--- src/rtl/stream_demux_1ton.sv ---
// Packet-aware 1:N valid/ready demultiplexer with one registered output stage.
// Optional DEMUX_SELERR_EN: out-of-range selects drop the whole packet and pulse sel_err.
module stream_demux_1ton #(
    parameter int N = 4,
    parameter int P = $clog2(N),
    parameter int W = 8
) (
    input  logic         clk,
    input  logic         rst_n,
    input  logic         s_valid,
    output logic         s_ready,
    input  logic [W-1:0] s_data,
    input  logic         s_last,
    input  logic [P-1:0] s_sel,
    output logic [N-1:0] m_valid,
    input  logic [N-1:0] m_ready,
    output logic [W-1:0] m_data,
    output logic         m_last,
    output logic         busy,
`ifdef DEMUX_SELERR_EN
    output logic         sel_err,
`endif
    output logic [P-1:0] cur_sel
);

`ifdef DEMUX_SELERR_EN
    typedef enum logic [1:0] {IDLE = 2'd0, ROUTE = 2'd1, DROP = 2'd2} state_t;
`else
    typedef enum logic [0:0] {IDLE = 1'b0, ROUTE = 1'b1} state_t;
`endif

    localparam logic [P-1:0] SEL_MAX = P'(N - 1);

    state_t         state_reg;
    logic           init_reg;
    logic           vld_reg;
    logic           last_reg;
    logic [W-1:0]   data_reg;
    logic [P-1:0]   dest_reg;
    logic [P-1:0]   cur_sel_reg;
`ifdef DEMUX_SELERR_EN
    logic           sel_err_reg;
`endif

    logic           sel_bad;
    logic [P-1:0]   first_sel;
    logic [P-1:0]   in_dest;
    logic           out_free;
    logic           drop_beat;
    logic           accept;
    logic           load;
    logic           consume;

    // A power-of-two channel count can never see an out-of-range select.
    generate
        if ((1 << P) == N) begin : g_sel_full
            assign sel_bad = 1'b0;
        end else begin : g_sel_partial
            assign sel_bad = ({1'b0, s_sel} >= (P + 1)'(N));
        end
    endgenerate

    always_comb begin
        out_free  = !vld_reg || m_ready[dest_reg];
        first_sel = sel_bad ? SEL_MAX : s_sel;
        in_dest   = (state_reg == ROUTE) ? cur_sel_reg : first_sel;
        drop_beat = 1'b0;
`ifdef DEMUX_SELERR_EN
        drop_beat = (state_reg == DROP) || ((state_reg == IDLE) && sel_bad);
        s_ready   = init_reg && ((state_reg == DROP) || out_free);
`else
        s_ready   = init_reg && out_free;
`endif
        accept    = s_valid && s_ready;
        load      = accept && !drop_beat;
        consume   = vld_reg && m_ready[dest_reg];
    end

    // init_reg holds s_ready low for the first cycle after reset release.
    always_ff @(posedge clk or negedge rst_n) begin
        if (!rst_n) begin
            state_reg   <= IDLE;
            init_reg    <= 1'b0;
            vld_reg     <= 1'b0;
            last_reg    <= 1'b0;
            data_reg    <= '0;
            dest_reg    <= '0;
            cur_sel_reg <= '0;
`ifdef DEMUX_SELERR_EN
            sel_err_reg <= 1'b0;
`endif
        end else begin
            init_reg <= 1'b1;
            if (load) begin
                vld_reg  <= 1'b1;
                data_reg <= s_data;
                last_reg <= s_last;
                dest_reg <= in_dest;
            end else if (consume) begin
                vld_reg  <= 1'b0;
            end
`ifdef DEMUX_SELERR_EN
            sel_err_reg <= 1'b0;
`endif
            case (state_reg)
                IDLE: begin
`ifdef DEMUX_SELERR_EN
                    if (accept && sel_bad) begin
                        sel_err_reg <= 1'b1;
                        if (!s_last) state_reg <= DROP;
                    end else
`endif
                    if (accept && !s_last) begin
                        state_reg   <= ROUTE;
                        cur_sel_reg <= first_sel;
                    end
                end
                ROUTE: begin
                    if (accept && s_last) state_reg <= IDLE;
                end
`ifdef DEMUX_SELERR_EN
                DROP: begin
                    if (accept && s_last) state_reg <= IDLE;
                end
`endif
                default: state_reg <= IDLE;
            endcase
        end
    end

    genvar gi;
    generate
        for (gi = 0; gi < N; gi++) begin : g_valid
            assign m_valid[gi] = vld_reg && (dest_reg == P'(gi));
        end
    endgenerate

    assign m_data  = data_reg;
    assign m_last  = last_reg;
    assign busy    = (state_reg == ROUTE);
    assign cur_sel = cur_sel_reg;
`ifdef DEMUX_SELERR_EN
    assign sel_err = sel_err_reg;
`endif

endmodule
--- config.mk ---
export PLATFORM = sky130hd
export DESIGN_NAME = stream_demux_1ton
export DESIGN_NICKNAME = d
export VERILOG_FILES = /design/src/rtl/stream_demux_1ton.sv
export SDC_FILE = /design/constraint.sdc
export NUM_CORES = 1
export LEC_CHECK = 0
export ABC_CLOCK_PERIOD_IN_PS = 1500
export BUFFER_PORTS_ARGS = -buffer_cell sky130_fd_sc_hd__buf_2
export CAP_MARGIN = 25
export CORE_MARGIN = 2
export CORE_UTILIZATION = 39
export CTS_CLUSTER_DIAMETER = 120
export DETAILED_ROUTE_END_ITERATION = 10
export PLACE_DENSITY = 0.74
export SKIP_CTS_REPAIR_TIMING = 1
export SYNTH_ARGS = -nofsm -noshare
export SYNTH_HDL_FRONTEND = slang
export SYNTH_SLANG_ARGS = --single-unit
--- constraint.sdc ---
create_clock -name clk -period 1.5 [get_ports clk]
set_input_delay 0.225 -clock clk [delete_from_list [all_inputs] [get_ports clk]]
set_output_delay 0.225 -clock clk [all_outputs]
set_load 0.02 [all_outputs]
==> metrics.csv, run 1 <==
stage,metric,value,unit
yosys,largest area contributor in the netlist,dfrtp_1,
worst_setup_path,slowest CP cell,dfrtp_2,
timing,unrepaired setup endpoints after global routing,true,
timing,setup violators final,15,
yosys,Area contributors post-synth,"dfrtp_1, mux2_2, mux2i_1",
timing,Slew Limit Fails,0,
floorplanning,Die Width,46.95,µm
power_and_ir_drop,maximum VDD drop,1031,µV
placed_design,IO Port Bufs,34,
finish,Post-Layout Cell Count,120,
global_route,initial antenna violation count,0,
outcome,failing checks,negative setup slack,
yosys,post-synthesis sequential area ratio,55.65,%
clock_network,clock-pin slew on the worst setup and hold paths,80,ps
yosys,synth unique cells,16,
route,Initial DRT Pass Iterations,2,
route,Post-Route WL,1549,µm
outcome,status,finished with violations,
flow_run,max-cap violations,0,
finish,number of diodes,0,
worst_setup_path,most frequent CP cell,buf_4,
global_route,gr usage total,13.98,%
yosys,Synth Instances,50,
clock_network,Clock Latency Late Sink,280,ps
route,DR WL/cell,12.91,µm
timing,final worst slack,-198.5,ps
power_and_ir_drop,Pleak,0.0005489,µW
clock_network,CTS Buf Count,3,
worst_setup_path,r2r worst-path depth,5,
worst_setup_path,ordered cell list for the critical path,"mux2i_4, buf_4, a221oi_2, buf_4, mux2_2",
route,Detail Route Antenna Nets,0,
yosys,syn_nets,68,
global_route,GR Util met2,22.19,%
clock_network,H-tree depth,1,
placed_design,routability congestion estimate,0.7270,
route,Vias/cell,4.750,
yosys,Post-Syn Area,719.4,µm²
clock_network,CTS Root Cell,clkbuf_4,
worst_setup_path,CP startpoint kind,flop,
global_route,Congestion Overflow GR,0,
placed_design,placed cells,114,
min_path,worst hold path depth,2,
placed_design,Setup Slack @ Placement,-80.57,ps
yosys,flop and latch count out of synthesis,16,
timing,Setup Skew,3.911,ps
finish,nets@finish,115,
floorplanning,std cell rows,15,
worst_setup_path,Worst EP required,1670,ps
floorplanning,die area,2204,µm²
timing,fmax,588.8,MHz
global_route,busiest grt layer,met2,
clock_network,CTS max path bufs,2,
worst_setup_path,Crit path arrival time,1870,ps
clock_network,clk sink count,16,
power_and_ir_drop,Tot Pwr,2065,µW
timing,final hold violations,0,
timing,Fin Setup TNS,-2252,ps
floorplanning,initial core utilization,41.67,%
yosys,Ys Warns,0,
floorplanning,die height,46.95,µm
global_route,vias in the first global route,505,
route,drt drc,0,
finish,max FFs per register,8,
global_route,largest net degree at the start of global routing,17,
floorplanning,Top Ports,35,
route,drt first-iter violations,3,
global_route,global-route wire length before repair,2139,µm
clock_network,CTS tree,yes,
finish,share of cells above drive strength 1,76.84,%
route,vias after detailed routing,570,
worst_setup_path,CP Class,flop to flop,
global_route,met3 usage,3.462,%
timing,Final period util,113.2,%
power_and_ir_drop,Cell Pwr Density,1846,nW/µm²
placed_design,Final HPWL DP,1109,µm
finish,synthesis-to-layout area growth,55.48,%
worst_setup_path,Crit path largest cell delay,470,ps
min_path,Hold WC Path Type,input port to flop,
finish,"Core Util, Final",64.78,%
timing,crit path time final,1699,ps
yosys,synthesized area per cell,14.39,µm²
worst_setup_path,worst-path fanout max,4,
floorplanning,total core area,1727,µm²
yosys,share of the synthesized area in the top cell type,55.65,%
worst_setup_path,CP endpoint kind,flop,
global_route,GRT met1 Usage,17.94,%
## worst paths after layout
path | startpoint | to | slack, ps
setup / recovery | dest_reg[1] | cur_sel[1] | -200
hold / removal | s_last | flop | 150
setup reg to reg | dest_reg[1] | cur_sel[1] | -200
hold reg to reg | m_data[7] | m_data[7] | 500
max in group asynchronous | rst_n | dest_reg[1] | 850
min in group asynchronous | rst_n | m_last | 370
## synth_stat cells (all sizes together)
master and count:
and2 3, and3 1, mux2i 3, and2b 2, a221oi 2, dfrtp 16
nor2b 1, conb 1, nand2 2, buf 1, inv 1, mux2 15
a22oi 1, nand4bb 1
## report_power, final
part	leakage, µW	switching, µW	total [µW]	internal (µW)
sequential	0.000188	133	741	608
clock	0.0000138	120	213	93.1
combinational	0.000348	517	1110	595
total	0.000549	770	2070	1300
## layer usage
layer / vias to the layer above / wire, µm
li1: 269 / -
met1: 274 / 635
met2: 25 / 799
met3: 2 / 103
met4: 0 / 10
met5: - / 0
## critical path: cells and delay by family, from the launching register on
| family | cells | cell delay (ps) |
|---|---|---|
| mux | 2 | 540 |
| flops | 1 | 470 |
| buf+inv | 2 | 310 |
| compound gates | 1 | 260 |
## logic make-up (layout without fill, tap and decap cells)
| group | count (synthesis) | in the layout | synth area share [%] |
|---|---|---|---|
| simple gates | 10 | 10 | 9.741 |
| mux | 18 | 18 | 27.65 |
| compound gates | 3 | 3 | 4.348 |
| other cells | 1 | 1 | 0.5212 |
| flops | 16 | 16 | 55.65 |
| buf+inv | 2 | 47 | 2.086 |
## cell type report
type,count,area (µm²)
inverters,1,3.754
clock buffers,3,22.52
multi-input cells,32,384.1
repair buffers,43,275.3
flip-flops and latches,16,401.6
well taps,25,31.28
fillers,138,608.1
## through the flow
step	hold WS, ps	area [µm²]
6_report	153.4	1119
5_1_grt	160.6	1119
4_1_cts	-154.2	977.2
3_5_place_dp	151.8	954.7
3_3_place_gp	148.4	954.7
2_1_floorplan	-70.59	719.4
## cells in the final DEF (no fill, tap or decap)
cell,n
a221oi_2,1
conb_1,1
nand2_1,2
dfrtp_2,1
a221oi_4,1
mux2_4,5
and2_4,3
mux2i_1,1
dlygate4sd3_1,1
a22oi_2,1
nand4bb_1,1
dfrtp_1,15
clkbuf_4,3
and3_2,1
inv_1,1
nor2b_4,1
mux2i_4,2
buf_6,6
mux2_2,10
and2b_2,2
buf_2,29
buf_4,7
No activity file was read; power rests on OpenSTA's default activity.
==> run 2, diff against run 1 <==
--- a/config.mk
+++ b/config.mk
@@ -6,7 +6,7 @@
 export NUM_CORES = 1
 export LEC_CHECK = 0
 export ABC_CLOCK_PERIOD_IN_PS = 1500
-export BUFFER_PORTS_ARGS = -buffer_cell sky130_fd_sc_hd__buf_2
+export BUFFER_PORTS_ARGS = -buffer_cell sky130_fd_sc_hd__buf_4
 export CAP_MARGIN = 25
 export CORE_MARGIN = 2
 export CORE_UTILIZATION = 39
==> run 2 against run 1 <==
Effect of this change:
- the run still ends with negative setup slack left
- die area did not move
- critical path depth down 1
- sequential share of layout area is 2.3 points lower
- utilization grew 4.4 points
- sequential power barely moved
- via count down 1.1%
- cell count unchanged
- setup slack improved by 39 ps
- fmax up 2.4%
- routed wire length fell by 6.0%
- count of clock-buffer cells in the layout unchanged
- clock power down 2%
==> metrics.csv, run 2 (synthesis results as in run 1) <==
stage,metric,value,unit,change
global_route,vias in the first global route,456,,-9.7%
placed_design,placed cells,114,,unchanged
worst_setup_path,RR Endpoint,cur_sel[0],,
floorplanning,Die Width,46.95,µm,unchanged
worst_setup_path,r2r worst-path depth,5,,unchanged
clock_network,H-tree depth,1,,unchanged
route,Post-Route WL,1456,µm,-6.0%
finish,max FFs per register,8,,unchanged
worst_setup_path,Crit path arrival time,1430,ps,-440 ps
placed_design,Setup Slack @ Placement,-59.81,ps,+20.76 ps
power_and_ir_drop,maximum VDD drop,1070,µV,+3.8%
min_path,Hold WC Path Type,input port to flop,,
clock_network,CTS tree,yes,,
finish,number of diodes,0,,unchanged
placed_design,Final HPWL DP,1036,µm,-6.6%
timing,Slew Limit Fails,0,,unchanged
timing,setup violators final,15,,unchanged
timing,crit path time final,1659,ps,-39.20 ps
worst_setup_path,CP Class,flop to output pin,,
placed_design,routability congestion estimate,0.7637,,+5.0%
worst_setup_path,Worst EP required,1270,ps,-400 ps
power_and_ir_drop,Cell Pwr Density,1797,nW/µm²,-2.7%
floorplanning,Top Ports,35,,unchanged
floorplanning,die height,46.95,µm,unchanged
floorplanning,total core area,1727,µm²,unchanged
finish,fillers,143,,+3.6%
route,drt drc,0,,unchanged
finish,share of cells above drive strength 1,76.84,%,unchanged
min_path,worst hold path depth,2,,unchanged
timing,Final period util,110.6,%,-2.6 points
clock_network,clock-pin slew on the worst setup and hold paths,80,ps,about the same
flow_run,max-cap violations,0,,unchanged
global_route,largest net degree at the start of global routing,17,,unchanged
route,Detail Route Antenna Nets,0,,unchanged
route,vias after detailed routing,564,,-1.1%
worst_setup_path,CP startpoint kind,flop,,
route,drt first-iter violations,2,,-1
placed_design,IO Port Bufs,34,,unchanged
timing,final worst slack,-159.3,ps,+39.20 ps
clock_network,Clock Latency Late Sink,280,ps,about the same
worst_setup_path,worst reg2reg path startpoint,dest_reg[1],,
finish,"commonest non-fill, non-tap cell in the layout",buf_4,,
finish,most frequent cells in the layout,"buf_4, dfrtp_1, mux2_2",,
outcome,failing checks,negative setup slack,,
clock_network,CTS Buf Count,3,,unchanged
floorplanning,initial core utilization,41.67,%,unchanged
floorplanning,std cell rows,15,,unchanged
worst_setup_path,worst-path fanout max,3,,-1
worst_setup_path,CP endpoint kind,output pin,,
clock_network,CTS max path bufs,2,,unchanged
clock_network,clk sink count,16,,unchanged
timing,unrepaired setup endpoints after global routing,true,,
clock_network,CTS Root Cell,clkbuf_4,,
global_route,Congestion Overflow GR,0,,unchanged
finish,synthesis-to-layout area growth,66.09,%,
floorplanning,die area,2204,µm²,unchanged
timing,fmax,602.7,MHz,+2.4%
global_route,gr usage total,13.05,%,-0.93 points
global_route,global-route wire length before repair,1938,µm,-9.4%
timing,final hold violations,0,,unchanged
outcome,status,finished with violations,,
timing,Setup Skew,8.238,ps,+4.327 ps
route,Initial DRT Pass Iterations,2,,unchanged
worst_setup_path,R2R setup slack,-140,ps,+60 ps
finish,Post-Layout Cell Count,120,,unchanged
finish,nets@finish,115,,unchanged
global_route,initial antenna violation count,0,,unchanged
route,DR WL/cell,12.13,µm,-6.0%
power_and_ir_drop,Pleak,0.0005801,µW,+5.7%
route,Vias/cell,4.700,,-1.1%
min_path,hold path start,s_last,,
## run 2: cell count changes in the layout (fill, tap and decap cells not counted)
cell,previous run,this run
buf_4,7,37
buf_6,6,5
buf_2,29,0
mux2_4,5,7
mux2_2,10,8
## run 2: per-layer routing
metal	routed length, µm	global-route usage, %
met1	619	17.57
met2	725	18.63
met3	95	2.308
met4	15	10.00
met5	0	0
## run 2: final cells by class
cell class                      instances  area [µm²]  share of cell area, %
Sequential cell                        16       401.6                  33.61
Tap cell                               25       31.28                  2.618
Multi-Input combinational cell         32       391.6                  32.77
Inverter                                1       3.754                 0.3141
Clock buffer                            3       22.52                  1.885
Timing Repair Buffer                   43       344.1                  28.80
## run 2: worst max-delay path by stage
stage                     depth (start not counted)   startpoint         to  slack, ps
after floorplan                                   4  dest_reg[1]  m_data[0]        -70
after global placement                            4  dest_reg[1]  m_data[6]         -6
after detailed placement                          4  dest_reg[1]  m_data[4]        -60
after CTS                                         4  dest_reg[1]    s_ready       -230
after global routing                              4  dest_reg[1]    s_ready       -230
final                                             4  dest_reg[1]    s_ready       -160
## run 2: power by group
part / total [µW] / switching [µW] / internal, µW
combinational: 1200 / 513 / 684
sequential: 742 / 133 / 608
clock: 209 / 116 / 92.9
total: 2150 / 762 / 1390
## run 2: worst max-delay path, cell delays in order (launching register included)
cell     delay [ps]
dfrtp_2         440
mux2i_4         320
a22oi_2         120
and2_4          150
buf_6           120
## run 2: metrics by stage
step           area, µm²  power, µW  setup TNS, ps  utilization, %  hold slack, ps
4_1_cts             1062       1931         -977.4           61.52          -221.7
2_1_floorplan      719.4       1274         -589.9               -          -70.59
5_1_grt             1195       2280          -2749           69.20           130.3
6_report            1195       2148          -1758           69.20           129.7
3_3_place_gp        1040       1696         -14.81           60.22           93.26
3_5_place_dp        1040       1711         -387.8           60.22           92.80
==> run 3, diff against run 2 <==
--- a/config.mk
+++ b/config.mk
@@ -8,12 +8,16 @@
 export ABC_CLOCK_PERIOD_IN_PS = 1500
 export BUFFER_PORTS_ARGS = -buffer_cell sky130_fd_sc_hd__buf_4
 export CAP_MARGIN = 25
+export CELL_PAD_IN_SITES_DETAIL_PLACEMENT = 1
+export CELL_PAD_IN_SITES_GLOBAL_PLACEMENT = 1
 export CORE_MARGIN = 2
-export CORE_UTILIZATION = 39
+export CORE_UTILIZATION = 30
 export CTS_CLUSTER_DIAMETER = 120
 export DETAILED_ROUTE_END_ITERATION = 10
 export PLACE_DENSITY = 0.74
 export SKIP_CTS_REPAIR_TIMING = 1
+export SKIP_LAST_GASP = 1
 export SYNTH_ARGS = -nofsm -noshare
 export SYNTH_HDL_FRONTEND = slang
 export SYNTH_SLANG_ARGS = --single-unit
+export TNS_END_PERCENT = 5
==> run 3 against run 2 <==
Effect of this change:
- highest routed layer unchanged
- design area decreased by 4.1%
- the run still ends with negative setup slack left
- critical endpoint unchanged
- worst hold slack worse by 8.2 ps
- sequential power grew 1%
- sequential cell count is the same
==> metrics.csv, run 3 (synthesis results as in run 1) <==
stage,metric,value,unit,change
finish,FF/Latch Area,402.9,µm²,+0.31%
timing,unrepaired setup endpoints after global routing,true,,
clock_network,CTS max path bufs,2,,unchanged
finish,number of diodes,0,,unchanged
floorplanning,initial core utilization,32.21,%,-9.5 points
clock_network,H-tree depth,1,,unchanged
timing,Worst Hold Slack,121.5,ps,-8.209 ps
clock_network,clock-pin slew on the worst setup and hold paths,90,ps,about the same
global_route,largest net degree at the start of global routing,17,,unchanged
worst_setup_path,slowest CP cell,dfrtp_2,,
power_and_ir_drop,Pleak,0.0005462,µW,-5.8%
timing,crit path time final,1682,ps,+22.71 ps
worst_setup_path,Worst Path Buf+Inv,2,,+1
worst_setup_path,CP endpoint kind,output pin,,
timing,final worst slack,-182.0,ps,-22.71 ps
route,drt drc,0,,unchanged
route,Post-Route WL,1838,µm,+26%
floorplanning,Top Ports,35,,unchanged
timing,fmax,594.5,MHz,-1.4%
worst_setup_path,ordered cell list for the critical path,"and2_4, buf_6, a22oi_2, and2_4, buf_6",,
finish,fillers,254,,+78%
outcome,status,finished with violations,,
worst_setup_path,CP startpoint kind,flop,,
placed_design,placed cells,117,,+2.6%
finish,"commonest non-fill, non-tap cell in the layout",buf_4,,
finish,post-route cell area,1146,µm²,-4.1%
finish,Post-Layout Cell Count,122,,+1.7%
clock_network,CTS tree,yes,,
timing,setup violators final,17,,+2
clock_network,CTS Buf Count,3,,unchanged
worst_setup_path,CP top delay family,flip-flops,,
route,Detail Route Antenna Nets,0,,unchanged
timing,Slew Limit Fails,0,,unchanged
route,Vias/cell,4.607,,-2.0%
route,vias after detailed routing,562,,-0.35%
finish,max FFs per register,8,,unchanged
placed_design,IO Port Bufs,34,,unchanged
worst_setup_path,worst-path fanout max,4,,+1
placed_design,routability congestion estimate,0.7272,,-4.8%
timing,final hold violations,0,,unchanged
timing,Setup Skew,2.120,ps,-6.119 ps
floorplanning,total core area,2233,µm²,+29%
clock_network,Clock Latency Late Sink,280,ps,about the same
placed_design,Area after DPL,1044,µm²,+0.36%
power_and_ir_drop,Cell Pwr Density,1840,nW/µm²,+2.4%
worst_setup_path,Crit path largest cell delay,450,ps,about the same
finish,synthesis-to-layout area growth,59.30,%,
finish,Multi-input gate area,352.8,µm²,-9.9%
floorplanning,die area,2806,µm²,+27%
floorplanning,die height,52.97,µm,+13%
floorplanning,std cell rows,17,,+2
global_route,global-route wire length before repair,2808,µm,+45%
flow_run,max-cap violations,0,,unchanged
global_route,vias in the first global route,626,,+37%
global_route,Congestion Overflow GR,0,,unchanged
floorplanning,Die Width,52.97,µm,+13%
finish,nets@finish,114,,-0.87%
route,drt first-iter violations,2,,unchanged
route,Initial DRT Pass Iterations,2,,unchanged
finish,"Core Util, Final",51.32,%,-18 points
power_and_ir_drop,maximum VDD drop,822.9,µV,-23%
power_and_ir_drop,Tot Pwr,2109,µW,-1.8%
finish,most frequent cells in the layout,"buf_4, mux2_2, dfrtp_1",,
route,DR WL/cell,15.07,µm,+24%
clock_network,CTS Root Cell,clkbuf_4,,
min_path,Hold WC Path Type,input port to flop,,
finish,share of cells above drive strength 1,77.66,%,+0.82 points
global_route,gr usage total,14.64,%,+1.6 points
worst_setup_path,Crit path arrival time,1460,ps,+30 ps
worst_setup_path,Worst EP required,1270,ps,about the same
timing,Final period util,112.1,%,+1.5 points
worst_setup_path,CP Class,flop to output pin,,
clock_network,clk sink count,16,,unchanged
outcome,failing checks,negative setup slack,,
global_route,initial antenna violation count,0,,unchanged
placed_design,Final HPWL DP,1292,µm,+25%
## run 3: path summary, 6_finish.rpt
kind | startpoint | to | slack, ps | depth (start not counted)
max in group asynchronous | rst_n | dest_reg[0] | 980 | 2
hold reg to reg | m_data[1] | m_data[1] | 520 | 1
hold / removal | s_last | flop | 120 | 2
min in group asynchronous | rst_n | m_data[6] | 320 | 2
setup reg to reg | dest_reg[1] | dest_reg[1] | -150 | 4
setup / recovery | dest_reg[0] | s_ready | -180 | 5
## run 3: routing by layer
layer | up-vias | wire length (µm) | track usage, %
met3 | 4 | 117 | 4.237
li1 | 270 | - | -
met1 | 262 | 715 | 16.84
met4 | 0 | 39 | 10.26
met5 | - | 0 | 0
met2 | 26 | 966 | 23.13
## run 3: final cells by class
cell class | count | share of cell area (%)
sequential | 16 | 35.15
multi-input combinational | 32 | 30.79
timing repair buffer | 42 | 28.71
tap | 28 | 3.057
clock buffer | 3 | 1.965
inverter | 1 | 0.3275
## run 3: per-stage QoR
step           TNS, ps  setup WS (ps)
6_report         -1942         -182.0
5_1_grt          -3457         -248.8
3_5_place_dp    -743.0         -66.64
3_3_place_gp    -109.2         -15.38
2_1_floorplan   -589.9         -65.57
4_1_cts          -1694         -314.4
## run 3: worst register-to-register path, cell delays in order, from the launching register on
cell	delay [ps]
dfrtp_2	470
mux2i_4	220
a221oi_2	240
buf_4	240
mux2_2	370
## run 3: where the power goes
group / internal, µW / leakage [µW] / switching, µW
registers: 611 / 0.000187 / 139
logic: 625 / 0.000346 / 511
clock network: 93.3 / 0.0000138 / 130
